## src/rtl/cruise_pkg.sv

```systemverilog
// Shared state encodings and default datapath constants for the cruise-control sequencer.
package cruise_pkg;

  typedef enum logic [1:0] {
    StIdle   = 2'b00,
    StAccel  = 2'b01,
    StBrake  = 2'b10,
    StCruise = 2'b11
  } cruise_state_e;

  localparam int unsigned DefSpeedW    = 8;
  localparam int unsigned DefMaxSpeed  = 200;
  localparam int unsigned DefMinCruise = 40;
  localparam int unsigned DefAccStep   = 2;
  localparam int unsigned DefBrkStep   = 4;

endpackage

```

## src/rtl/cruise_speed_reg.sv

```systemverilog
// Saturating vehicle-speed register: updates on tick according to the current mode,
// stepping toward the set-point while cruising.
module cruise_speed_reg
  import cruise_pkg::*;
#(
  parameter int unsigned SPEED_W   = DefSpeedW,
  parameter int unsigned MAX_SPEED = DefMaxSpeed,
  parameter int unsigned ACC_STEP  = DefAccStep,
  parameter int unsigned BRK_STEP  = DefBrkStep
) (
  input  logic               clk_i,
  input  logic               clear_i,
  input  logic               tick_i,
  input  logic [1:0]         mode_i,
  input  logic [SPEED_W-1:0] set_point_i,
  output logic [SPEED_W-1:0] speed_o
);

  localparam int unsigned ExtW = SPEED_W + 1;

  logic [SPEED_W-1:0] speed_q, speed_d;
  logic [SPEED_W:0]   speed_ext, inc_ext, dec1_ext, decb_ext;

  // One extra bit so overflow and borrow are visible before clamping.
  assign speed_ext = {1'b0, speed_q};
  assign inc_ext   = speed_ext + ExtW'(ACC_STEP);
  assign dec1_ext  = speed_ext - ExtW'(1);
  assign decb_ext  = speed_ext - ExtW'(BRK_STEP);

  always_comb begin
    speed_d = speed_q;
    if (tick_i) begin
      case (cruise_state_e'(mode_i))
        StIdle:  speed_d = dec1_ext[SPEED_W] ? '0 : dec1_ext[SPEED_W-1:0];
        StAccel: speed_d = (inc_ext > ExtW'(MAX_SPEED)) ? SPEED_W'(MAX_SPEED)
                                                        : inc_ext[SPEED_W-1:0];
        StBrake: speed_d = decb_ext[SPEED_W] ? '0 : decb_ext[SPEED_W-1:0];
        StCruise: begin
          if (speed_q < set_point_i) begin
            speed_d = speed_q + SPEED_W'(1);
          end else if (speed_q > set_point_i) begin
            speed_d = speed_q - SPEED_W'(1);
          end
        end
        default: speed_d = speed_q;
      endcase
    end
  end

  always_ff @(posedge clk_i) begin
    if (clear_i) begin
      speed_q <= '0;
    end else begin
      speed_q <= speed_d;
    end
  end

  assign speed_o = speed_q;

endmodule

```

## src/rtl/cruise_jk_sequencer.sv

```systemverilog
// Next-state and JK excitation for the external cruise state flip-flops, plus set-point capture.
// Optional CRUISE_RESUME_EN: remembers a captured set-point so IDLE can resume it on the button.
module cruise_jk_sequencer
  import cruise_pkg::*;
#(
  parameter int unsigned SPEED_W    = DefSpeedW,
  parameter int unsigned MAX_SPEED  = DefMaxSpeed,
  parameter int unsigned MIN_CRUISE = DefMinCruise,
  parameter int unsigned ACC_STEP   = DefAccStep,
  parameter int unsigned BRK_STEP   = DefBrkStep
) (
  input  logic               clk,
  input  logic               clear,
  input  logic               tick,
  input  logic               accel,
  input  logic               brake,
  input  logic               cancel,
  input  logic               cruise_btn,
  input  logic [1:0]         state_q,
  output logic [1:0]         j,
  output logic [1:0]         k,
  output logic [SPEED_W-1:0] speed,
  output logic [SPEED_W-1:0] cruise_speed,
  output logic               cruise_active
);

  cruise_state_e      cur_st, nxt_st;
  logic [1:0]         nxt_bits;
  logic               btn_prev_q, btn_prev_d;
  logic               btn_rise;
  logic               capture;
  logic [SPEED_W-1:0] cruise_speed_q, cruise_speed_d;

`ifdef CRUISE_RESUME_EN
  logic cruise_valid_q, cruise_valid_d;
`endif

  assign cur_st   = cruise_state_e'(state_q);
  assign btn_rise = cruise_btn & ~btn_prev_q;

  // Register process: the state itself lives in the external JK flip-flops.
  always_ff @(posedge clk) begin
    if (clear) begin
      btn_prev_q     <= 1'b0;
      cruise_speed_q <= '0;
`ifdef CRUISE_RESUME_EN
      cruise_valid_q <= 1'b0;
`endif
    end else begin
      btn_prev_q     <= btn_prev_d;
      cruise_speed_q <= cruise_speed_d;
`ifdef CRUISE_RESUME_EN
      cruise_valid_q <= cruise_valid_d;
`endif
    end
  end

  // Next-state decision; pedals and cancel outrank the button, which is then consumed.
  always_comb begin
    nxt_st  = cur_st;
    capture = 1'b0;
    if (brake) begin
      nxt_st = StBrake;
    end else if (cancel) begin
      nxt_st = StIdle;
    end else if (accel) begin
      nxt_st = StAccel;
    end else if (btn_rise && (cur_st == StCruise)) begin
      nxt_st = StIdle;
`ifdef CRUISE_RESUME_EN
    end else if (btn_rise && (cur_st == StIdle) && cruise_valid_q) begin
      nxt_st = StCruise;
`endif
    end else if (btn_rise && ((cur_st == StIdle) || (cur_st == StAccel)) &&
                 (speed >= SPEED_W'(MIN_CRUISE))) begin
      nxt_st  = StCruise;
      capture = 1'b1;
    end else if ((cur_st == StBrake) || (cur_st == StAccel)) begin
      nxt_st = StIdle;
    end
  end

  always_comb begin
    btn_prev_d     = cruise_btn;
    cruise_speed_d = capture ? speed : cruise_speed_q;
`ifdef CRUISE_RESUME_EN
    cruise_valid_d = cruise_valid_q | capture;
`endif
  end

  // Output process: set/reset-only excitation, so J and K are never both high.
  always_comb begin
    nxt_bits = nxt_st;
    j        = 2'b00;
    k        = 2'b00;
    if (!clear) begin
      j = nxt_bits & ~state_q;
      k = ~nxt_bits & state_q;
    end
  end

  cruise_speed_reg #(
    .SPEED_W   (SPEED_W),
    .MAX_SPEED (MAX_SPEED),
    .ACC_STEP  (ACC_STEP),
    .BRK_STEP  (BRK_STEP)
  ) u_speed_reg (
    .clk_i       (clk),
    .clear_i     (clear),
    .tick_i      (tick),
    .mode_i      (state_q),
    .set_point_i (cruise_speed_q),
    .speed_o     (speed)
  );

  assign cruise_speed  = cruise_speed_q;
  assign cruise_active = (cur_st == StCruise);

endmodule
```

## config.mk

```make
export PLATFORM = sky130hd
export DESIGN_NAME = cruise_jk_sequencer
export DESIGN_NICKNAME = d
export VERILOG_FILES = /design/src/rtl/cruise_pkg.sv /design/src/rtl/cruise_speed_reg.sv /design/src/rtl/cruise_jk_sequencer.sv
export SDC_FILE = /design/constraint.sdc
export NUM_CORES = 1
export LEC_CHECK = 0
export CAP_MARGIN = 30
export CORE_ASPECT_RATIO = 0.5
export CORE_MARGIN = 10
export CORE_UTILIZATION = 50
export DETAILED_ROUTE_END_ITERATION = 8
export HOLD_SLACK_MARGIN = 0.06
export PLACE_DENSITY = 0.78
export SYNTH_ARGS = -nofsm -noshare
export SYNTH_HDL_FRONTEND = slang
export SYNTH_HIERARCHICAL = 1
export SYNTH_SLANG_ARGS = --single-unit
```

## constraint.sdc

```tcl
create_clock -name clk -period 3.15 [get_ports clk]
set_input_delay 0.7875 -clock clk [delete_from_list [all_inputs] [get_ports clk]]
set_output_delay 0.7875 -clock clk [all_outputs]
set_load 0.02 [all_outputs]
```

==> impl_metrics.json, run 1 <==
{
  "synth.net_count": 287,
  "synth-seq-cells": 17,
  "hp-class": "reg -> reg",
  "place.gp.congestion": 0.943,
  "setup_viol": 0,
  "viasPerCell": 5.94,
  "grt_overflow": 0,
  "final_core_utilization_pct": 66.8,
  "dp_hpwl_um": 4400,
  "all_layer_gr_usage_pct": 14.7,
  "hold_ws_ps": 491,
  "r2r_slack_ps": 150,
  "route.detailed.wl_per_inst_um": 15.6,
  "crit-reg2reg-launch": "cruise_speed[1]",
  "power.leakage_uw": 0.00102,
  "timing.critical_path.to_type": "output port",
  "post_synthesis_mean_instance_area_um2": 7.90,
  "critical_path.endpoint": "j[1]",
  "finalHoldViolCount": 0,
  "cp.required_ps": 2360,
  "vdd_drop_max_mv": 0.530,
  "cts_tree": "built",
  "synthesis.area_um2": 2020,
  "pin_count": 30,
  "post_cts_buffers": 0,
  "worstReg2RegEnd": "u_speed_reg/speed_o[7]",
  "rsz0062_at_grt": "yes",
  "finalCriticalPeriod_ps": 3100,
  "start_kind": "input pin",
  "timing.max_cap.violations": 0,
  "synth-async-reset-ratio_pct": 0,
  "final_net_count": 338,
  "timing.slew.headroom_pct": 62.9,
  "htreeDepth": 1,
  "yosys_cell_types": 61,
  "first_iter_violations": 199,
  "cts.root.buffer_cell": "sky130_fd_sc_hd__clkbuf_8",
  "synthesized_instance_count": 255,
  "finalMaxSlewViolations": 0,
  "ys_seq_area_share_pct": 16.9,
  "drt-pass1-iter-count": 4,
  "numPortBuffers": 29,
  "post_route_cells_drive_above_1_share_pct": 17.4,
  "area_added_between_synthesis_and_finish_pct": 28.7,
  "drc": 0,
  "power_density_nw_per_um2": 883,
  "grt_start_max_net_pins": 20,
  "hold_fix_buffer_count_after_cts": 0,
  "postLayoutCellArea_um2": 2590,
  "timing.clock.skew_ps": 2.40,
  "cts_made_buffers": 3,
  "clkSlewWorstSetupHoldPaths_ps": 60,
  "worst_r2r_path_depth": 13,
  "num_antenna_cells": 0,
  "start_util_pct": 51.9,
  "overall_die_width_um": 110,
  "edff_count_synth": 0,
  "postPlaceCellArea_um2": 2500,
  "timing.critical_path.from": "state_q[1]",
  "max_freq_ghz": 0.322,
  "antenna_found_initial": 0,
  "clock_sink_total": 17,
  "synth_flop_cell": "sky130_fd_sc_hd__dfxtp_1",
  "cp_data_arrival_time_ps": 2320,
  "grt_pass1_vias": 1905,
  "worst-setup-path-type": "in -> out",
  "detailroute.via_count": 2132,
  "worst-path-max-fanout": 5,
  "yosysWarnings": 6,
  "timing.final.crit_share_pct": 98.6,
  "drt_wl_total_um": 5610,
  "die-height_um": 64.9,
  "wire_length_of_the_first_global_routing_pass_um": 8780,
  "power_uw": 2290,
  "run_status": "finished, final reports clean",
  "num_rows": 16,
  "transition_at_the_pin_with_the_smallest_max_transition_slack_ps": 554,
  "die_area_um2": 7120,
  "core-area_um2": 3880,
  "cts.path.max_buffers": 2,
  "drt.antenna.violating_nets": 0,
  "clock_latency_ps": 250
}
-- Yosys cell counts (3+ instances only) --
| cell | count | area, µm² |
|---|---|---|
| sky130_fd_sc_hd__ha_1 | 22 | 275 |
| sky130_fd_sc_hd__nand2b_1 | 21 | 131 |
| sky130_fd_sc_hd__dfxtp_1 | 17 | 340 |
| sky130_fd_sc_hd__inv_1 | 17 | 63.8 |
| sky130_fd_sc_hd__nand2_1 | 17 | 63.8 |
| sky130_fd_sc_hd__nor2_1 | 17 | 63.8 |
| sky130_fd_sc_hd__a21oi_1 | 15 | 75.1 |
| sky130_fd_sc_hd__o21ai_0 | 11 | 55.1 |
| sky130_fd_sc_hd__nor3_1 | 10 | 50.1 |
| sky130_fd_sc_hd__mux2i_1 | 9 | 90.1 |
| sky130_fd_sc_hd__a211oi_1 | 8 | 60.1 |
| sky130_fd_sc_hd__a31oi_1 | 6 | 37.5 |
| sky130_fd_sc_hd__nand3_1 | 6 | 30.0 |
| sky130_fd_sc_hd__nor2b_1 | 6 | 37.5 |
| sky130_fd_sc_hd__nor4_1 | 4 | 25.0 |
| sky130_fd_sc_hd__o31a_1 | 4 | 35.0 |
| sky130_fd_sc_hd__or3_1 | 4 | 25.0 |
| sky130_fd_sc_hd__xor2_1 | 4 | 35.0 |
| sky130_fd_sc_hd__buf_2 | 3 | 15.0 |
| sky130_fd_sc_hd__o21a_1 | 3 | 22.5 |
| sky130_fd_sc_hd__or2_1 | 3 | 18.8 |
-- through the flow --
step,std cells,worst slack [ps],TNS (ps)
floorplan,255,62.6,0
global placement,355,-399,-1040
detailed placement,355,-364,-1210
CTS,359,1.53,0
global route,359,-45.5,-92.7
finish,359,45.2,0
-- power breakdown --
group          internal, µW  total (µW)  switching, µW  leakage, µW
registers               252         274           22.6     0.000139
clock network          89.6         158           68.7    0.0000228
logic                   806        1860           1050     0.000855
-- critical path, stage by stage --
cell,delay (ps)
sky130_fd_sc_hd__clkdlybuf4s50_1,540
sky130_fd_sc_hd__buf_4,170
sky130_fd_sc_hd__nand2_1,90
sky130_fd_sc_hd__nor3_1,310
sky130_fd_sc_hd__o31a_1,160
sky130_fd_sc_hd__clkdlybuf4s15_2,260
-- final cells by class --
type                            instances  area, µm²
Inverter                               17       63.8
Multi-Input combinational cell        211       1590
Clock buffer                            4       45.0
Fill cell                             314       1290
Sequential cell                        17        340
Tap cell                               54       67.6
Timing Repair Buffer                   56        489
-- cells in the final DEF, fill, tap and decap left out, drive strengths merged, types with 6 or more instances in the layout --
cell / instances
buf: 28
clkdlybuf4s50: 24
ha: 22
nand2b: 21
nand2: 17
inv: 17
nor2: 17
dfxtp: 17
a21oi: 16
o21ai: 12
nor3: 11
a211oi: 10
mux2i: 9
nand3: 6
a31oi: 6
nor2b: 6
-- what timing repair did --
| item | in CTS | in global routing |
|---|---|---|
| pin swaps | 0 | 3 |
| setup endpoints to repair | 7 | 8 |
| gates resized for setup | 11 | 15 |
-- kinds of logic after synthesis --
family,after synthesis,share of synthesized area [%]
DFF,17,16.9
buffers and inverters,27,7.08
and+or+nand+nor,98,26.3
muxes,10,5.03
xor gates and xnor gates,6,2.61
adders and majority gates,23,14.6
AOI/OAI and AO/OA,74,27.4
-- routing by layer --
metal | vias up | wire length, µm | global-route usage, %
met5 | - | 0 | 0
met4 | 0 | 27 | 3.87
met3 | 2 | 375 | 1.87
met2 | 77 | 2540 | 23.9
met1 | 1000 | 2670 | 19.9
li1 | 1053 | - | -
-- worst min path at each step --
stage / endpoint / start / depth (start not counted)
3_5_place_dp: cruise_speed[7] / cruise_speed[7] / 2
5_1_grt: cruise_speed[2] / cruise_speed[2] / 2
3_3_place_gp: cruise_speed[5] / cruise_speed[5] / 2
2_1_floorplan: cruise_speed[3] / cruise_speed[3] / 2
4_1_cts: cruise_speed[7] / cruise_speed[7] / 2
6_report: cruise_speed[7] / cruise_speed[7] / 2
No activity file was read; power rests on OpenSTA's default activity.
==> inputs of run 2 (changes only) <==
--- a/config.mk
+++ b/config.mk
@@ -5,7 +5,7 @@
 export SDC_FILE = /design/constraint.sdc
 export NUM_CORES = 1
 export LEC_CHECK = 0
-export CAP_MARGIN = 30
+export CAP_MARGIN = 0
 export CORE_ASPECT_RATIO = 0.5
 export CORE_MARGIN = 10
 export CORE_UTILIZATION = 50
==> results of run 2 <==
No change in the layout: final DEF, timing and power equal those of run 1.
==> patch 1: new RTL, config.mk and constraints of run 1 <==
Build with the macro `CRUISE_RESUME_EN` defined.
--- a/src/rtl/cruise_jk_sequencer.sv
+++ b/src/rtl/cruise_jk_sequencer.sv
@@ -1,5 +1,7 @@
 // Next-state and JK excitation for the external cruise state flip-flops, plus set-point capture.
 // Optional CRUISE_RESUME_EN: remembers a captured set-point so IDLE can resume it on the button.
+`define CRUISE_RESUME_EN
+
 module cruise_jk_sequencer
   import cruise_pkg::*;
 #(
Check against the original RTL: same outputs for any inputs over 10 cycles, from zero or initial values; that may be too few to reach the edited logic, so the function may still have changed.
==> patch 1 against run 1 <==
- critical path type unchanged
- cell area is 1.7% lower
- via count is 1.5% lower
- utilization is 1.5 points lower
- synthesized area is 0.50% higher
- count of clock-buffer cells in the layout is 1 lower
- synthesized cell count is 1.2% higher
- sequential share of layout area is 1.0 points higher
- highest routed layer unchanged
- sequential cell count is 1 higher
- worst setup slack better by 44 ps
- wire length is 2.7% higher
- power is 0.32% lower
==> patch 1: results (changes against run 1) <==
run_status:
  status: "complete, no violations"
timing:
  finalHoldViolations: 0  # unchanged
  fin_skew_ps: 4.142  # +1.745 ps
  worst_pin_slew_ps: 486.5  # -67.70 ps
finish:
  nFillCells: 306  # -2.5%
  drive_gt1_share_pct: 14.95  # -2.4 points
  antenna_cells: 0  # unchanged
  nets: 335  # -0.89%
synthesis:
  synthTopCellsByArea: "dfxtp_1 18%, ha_1 14%, nand2b_1 6.2%, mux2i_1 4.4%, a21oi_1 4.2%"
  synthDistinctLibCells: 60  # -1.6%
  synth_nets: 290  # +1.0%
  yosysWarnings: 6  # unchanged
  seq_area_frac_synth_pct: 17.79  # +0.90 points
  ys_async_sr_fraction_pct: 0  # unchanged
  yosys-top-cells-count: "22 x ha_1, 20 x nand2b_1, 19 x nor2_1, 18 x dfxtp_1, 18 x nand2_1"
  ys.flop_type: "dfxtp_1"
grt:
  grt_use_met1_pct: 20.93  # +1.0 points
  use_met2_pct: 24.85  # +0.96 points
  grtUsageTotal_pct: 15.46  # +0.76 points
  grt_max_degree: 26  # +30%
  antenna_found_initial: 0  # unchanged
  grt_pass1_vias: 1929  # +1.3%
  met3_usage_pct: 2.071  # +0.20 points
  grt.overflow.total: 0  # unchanged
  grt_pass1_wl_um: 9218  # +5.0%
worst_setup_path:
  crit_fanout: 2  # -3
  critPathArrivalTime_ps: 2270  # -50 ps
placement:
  place_hpwl_um: 4309  # -2.0%
  gp_congestion: 0.9235  # -2.1%
  post-place-ws_ps: -474.0  # -110.5 ps
routing:
  drtIter0Drc: 215  # +8.0%
  routed_via_density: 5.915  # -0.39%
  drt-total-wl_um: 5762  # +2.7%
clock_network:
  clk_pin_slew_ps: 70
  h-tree-depth: 1  # unchanged
  root_buffer: "clkbuf_8"
  clock_path_buffers: 2  # unchanged
  insertion_delay_ps: 250  # about the same
  cts_buffers: 3  # unchanged
power_and_ir_drop:
  cellLeakagePower_uw: 0.001003  # -1.4%
  ir_worst_vdd_mv: 0.4894  # -7.6%
hold_path:
  min_path_type: "flop to flop"
floorplan:
  start_util_pct: 51.89  # about the same
[patch 1: layout make-up]
cell class / instances / area (sq um) / area share [%]
multi-input cells: 213 / 1577 / 61.83
repair buffers: 51 / 444.2 / 17.42
flip-flops and latches: 18 / 360.3 / 14.13
well taps: 54 / 67.56 / 2.650
inverters: 16 / 60.06 / 2.355
clock buffers: 3 / 41.29 / 1.619
[patch 1: per-stage QoR]
stage | setup TNS (ps) | hold slack, ps | cells | power (uW) | instance area [sq um]
floorplan | 0 | 437.8 | 258 | 1521 | 2026
global placement | -1195 | 464.9 | 351 | 1932 | 2451
detailed placement | -1511 | 467.5 | 351 | 1986 | 2451
CTS | 0 | 483.6 | 354 | 2172 | 2501
global route | -49.56 | 520.9 | 355 | 2483 | 2550
finish | 0 | 486.4 | 355 | 2283 | 2550
[patch 1: report_power, final]
| part | switching (uW) | internal [uW] |
|---|---|---|
| Combinational | 1040 | 799 |
| Clock | 73.9 | 85.0 |
| Sequential | 23.1 | 265 |
| Total | 1130 | 1150 |
[patch 1: final timing paths]
check | cells after the start | slack [ps] | from | end
worst min register to register | 2 | 490 | cruise_speed[2] | cruise_speed[2]
worst max register to register | 12 | 90 | cruise_speed[7] | u_speed_reg/speed_o[6]
worst min-delay path | 2 | 490 | cruise_speed[2] | cruise_speed[2]
worst max-delay path | 7 | 90 | state_q[0] | k[0]
[patch 1: cell families (layout without fill, tap and decap cells)]
kind of cell    after synthesis  after routing  share of synthesized area (%)
fa+ha+maj                    23             23                          14.58
buf+inv                      27             70                          7.412
xor+xnor                      6              6                          2.594
mux                          10             10                          5.003
flops                        18             18                          17.79
simple gates                100            100                          26.50
compound gates               74             74                          26.13
[patch 1: critical path: stages]
cell and delay, ps:
clkdlybuf4s50_1 420, and2_1 160, a21boi_1 140, buf_4 160, o31ai_4 250, and3b_1 190, buf_2 170
[patch 1: repair_timing]
item / CTS / global route
gates resized for setup: 20 / 9
endpoints found under the setup margin: 5 / 8
hold buffers: 0 / 0
cloned: 0 / 0
setup buffers: 0 / 1
pin swaps: 0 / 2
[patch 1: metal layers]
layer | wire length [um] | part of all wire (%) | vias up
li1 | - | - | 1037
met1 | 2647 | 46 | 989
met2 | 2647 | 46 | 70
met3 | 429 | 7.4 | 4
met4 | 38 | 0.66 | 0
met5 | 0 | 0 | -
==> patch 2: new RTL, flow settings as in run 1 <==
Made on the original files. Register the output `cruise_speed` once more, without a reset; this adds one clock of latency there. The other outputs are not delayed to match.
--- a/src/rtl/cruise_jk_sequencer.sv
+++ b/src/rtl/cruise_jk_sequencer.sv
@@ -113,7 +113,9 @@
     .speed_o     (speed)
   );
 
-  assign cruise_speed  = cruise_speed_q;
+  always_ff @(posedge clk) begin
+    cruise_speed <= cruise_speed_q;
+  end
   assign cruise_active = (cur_st == StCruise);
 
 endmodule
Formal check against the unedited RTL: no difference found for any inputs over 10 cycles, from zero or initial values; that may be too few to reach the edited logic, so the function may still have changed.
==> patch 2 against run 1 <==
- sequential cell count increased by 8
- power increased by 5.0%
- register-to-register slack got worse by 60 ps
- utilization increased by 0.73 points
- wire length increased by 7.3%
- die area increased by 6.0%
- cell count increased by 1.1%
- clock power increased by 20%
- cell area increased by 5.3%
- worst setup slack got worse by 10 ps
- synthesized area increased by 7.9%
- largest cell class unchanged
==> patch 2: results (changes against run 1) <==
run_status:
  status: "complete, no violations"
placement:
  dpl_cell_area_sq_mm: 0.002628  # +5.2%
  post-place-ws_ps: -403.7  # -40.15 ps
  place_hpwl_um: 4584  # +4.2%
  gp_congestion: 0.9360  # -0.78%
grt:
  grtUsageTotal_pct: 15.12  # +0.42 points
  use_met2_pct: 26.43  # +2.5 points
  grt_pass1_vias: 2014  # +5.7%
  grt_max_degree: 19  # -5.0%
  grt_pass1_wl_um: 9611  # +9.4%
  met3_usage_pct: 2.055  # +0.18 points
worst_setup_path:
  r2r_slack_ps: 90  # -60 ps
  crit_fanout: 2  # -3
  regToRegEndpoint: "u_speed_reg/speed_o[6]"
  worst_r2r_startpoint: "cruise_speed_q[1]"
routing:
  drtIter0Drc: 263  # +32%
  vias: 2174  # +2.0%
  drt-total-wl_um: 6024  # +7.3%
synthesis:
  yosys-top-cells-count: "25 x dfxtp_1, 22 x ha_1, 21 x nand2b_1"
  seq_area_frac_synth_pct: 23.00  # +6.1 points
  synth_nets: 295  # +2.8%
  synthTopCellsByArea: "dfxtp_1 23%, ha_1 13%, nand2b_1 6.0%, mux2i_1 4.1%, a21oi_1 3.5%"
hold_path:
  holdPathEnd: "cruise_speed[1]"
  hold_start: "cruise_speed_q[1]"
finish:
  nets: 342  # +1.2%
  drive_gt1_share_pct: 17.15  # -0.22 points
clock_network:
  insertion_delay_ps: 270  # +20 ps
  clk_pin_slew_ps: 90  # +30 ps
timing:
  fin_skew_ps: 1.844  # -0.5534 ps
power_and_ir_drop:
  ir_worst_vdd_mv: 0.5019  # -5.2%
## patch 2: changes by cell type after synthesis, sizes merged
cell / delta
dfxtp: +8
## patch 2: layer usage
| metal | share of wire, % | up-vias | routed length, um |
|---|---|---|---|
| li1 | - | 1064 | - |
| met1 | 45 | 1028 | 2682 |
| met2 | 48 | 73 | 2885 |
| met3 | 6.0 | 9 | 359 |
| met4 | 1.6 | 0 | 96 |
| met5 | 0 | - | 0 |
## patch 2: layout make-up
| type | instances | area (sq um) |
|---|---|---|
| multi-input cells | 211 | 1599 |
| fillers | 321 | 1313 |
| flip-flops and latches | 25 | 500.5 |
| repair buffers | 52 | 451.7 |
| well taps | 54 | 67.56 |
| inverters | 17 | 63.81 |
| clock buffers | 3 | 41.29 |
| clock inverters | 1 | 7.507 |
## patch 2: logic make-up (layout without fill, tap and decap cells)
family                     count (synthesis)  count (layout)  synth area share, %
xor gates and xnor gates                   6               6                2.415
buffers and inverters                     27              73                6.556
and+or+nand+nor                           98              98                24.38
AOI/OAI and AO/OA                         74              74                25.42
adders and majority gates                 23              23                13.57
DFF                                       25              25                23.00
muxes                                     10              10                4.658
## patch 2: power breakdown
part,switching (uW),internal (uW)
clock,100,89.5
sequential,23.3,353
combinational,1050,784
total,1180,1230
## patch 2: critical path, cell delays in order
cell	delay, ps
clkdlybuf4s50_1	420
or2_1	280
a2111oi_4	290
buf_4	170
o31a_1	130
clkdlybuf4s15_2	260
## patch 2: metrics by stage
step                      cells  hold WS (ps)
after floorplan             263         351.4
after global placement      359         361.1
after detailed placement    359         363.0
after CTS                   363         375.2
after global routing        363         382.4
final                       363         377.1
## patch 2: timing repair
item / 4_1_cts / 5_1_grt
gates resized for setup: 10 / 22
hold buffers: 0 / 0
pin swaps: 0 / 1
endpoints found under the setup margin: 7 / 8
cloned: 0 / 0
setup buffers: 0 / 0
## patch 2: how the worst max path moves through the flow
stage	start	end	slack, ps	depth (start not counted)
after CTS	cruise_speed_q[1]	u_speed_reg/speed_o[7]	8	13
after global routing	cancel	j[0]	-20	6
after global placement	cancel	j[0]	-340	6
after detailed placement	cancel	j[0]	-400	6
after floorplan	u_speed_reg/speed_o[1]	u_speed_reg/speed_o[6]	60	12
final	cancel	j[0]	40	6
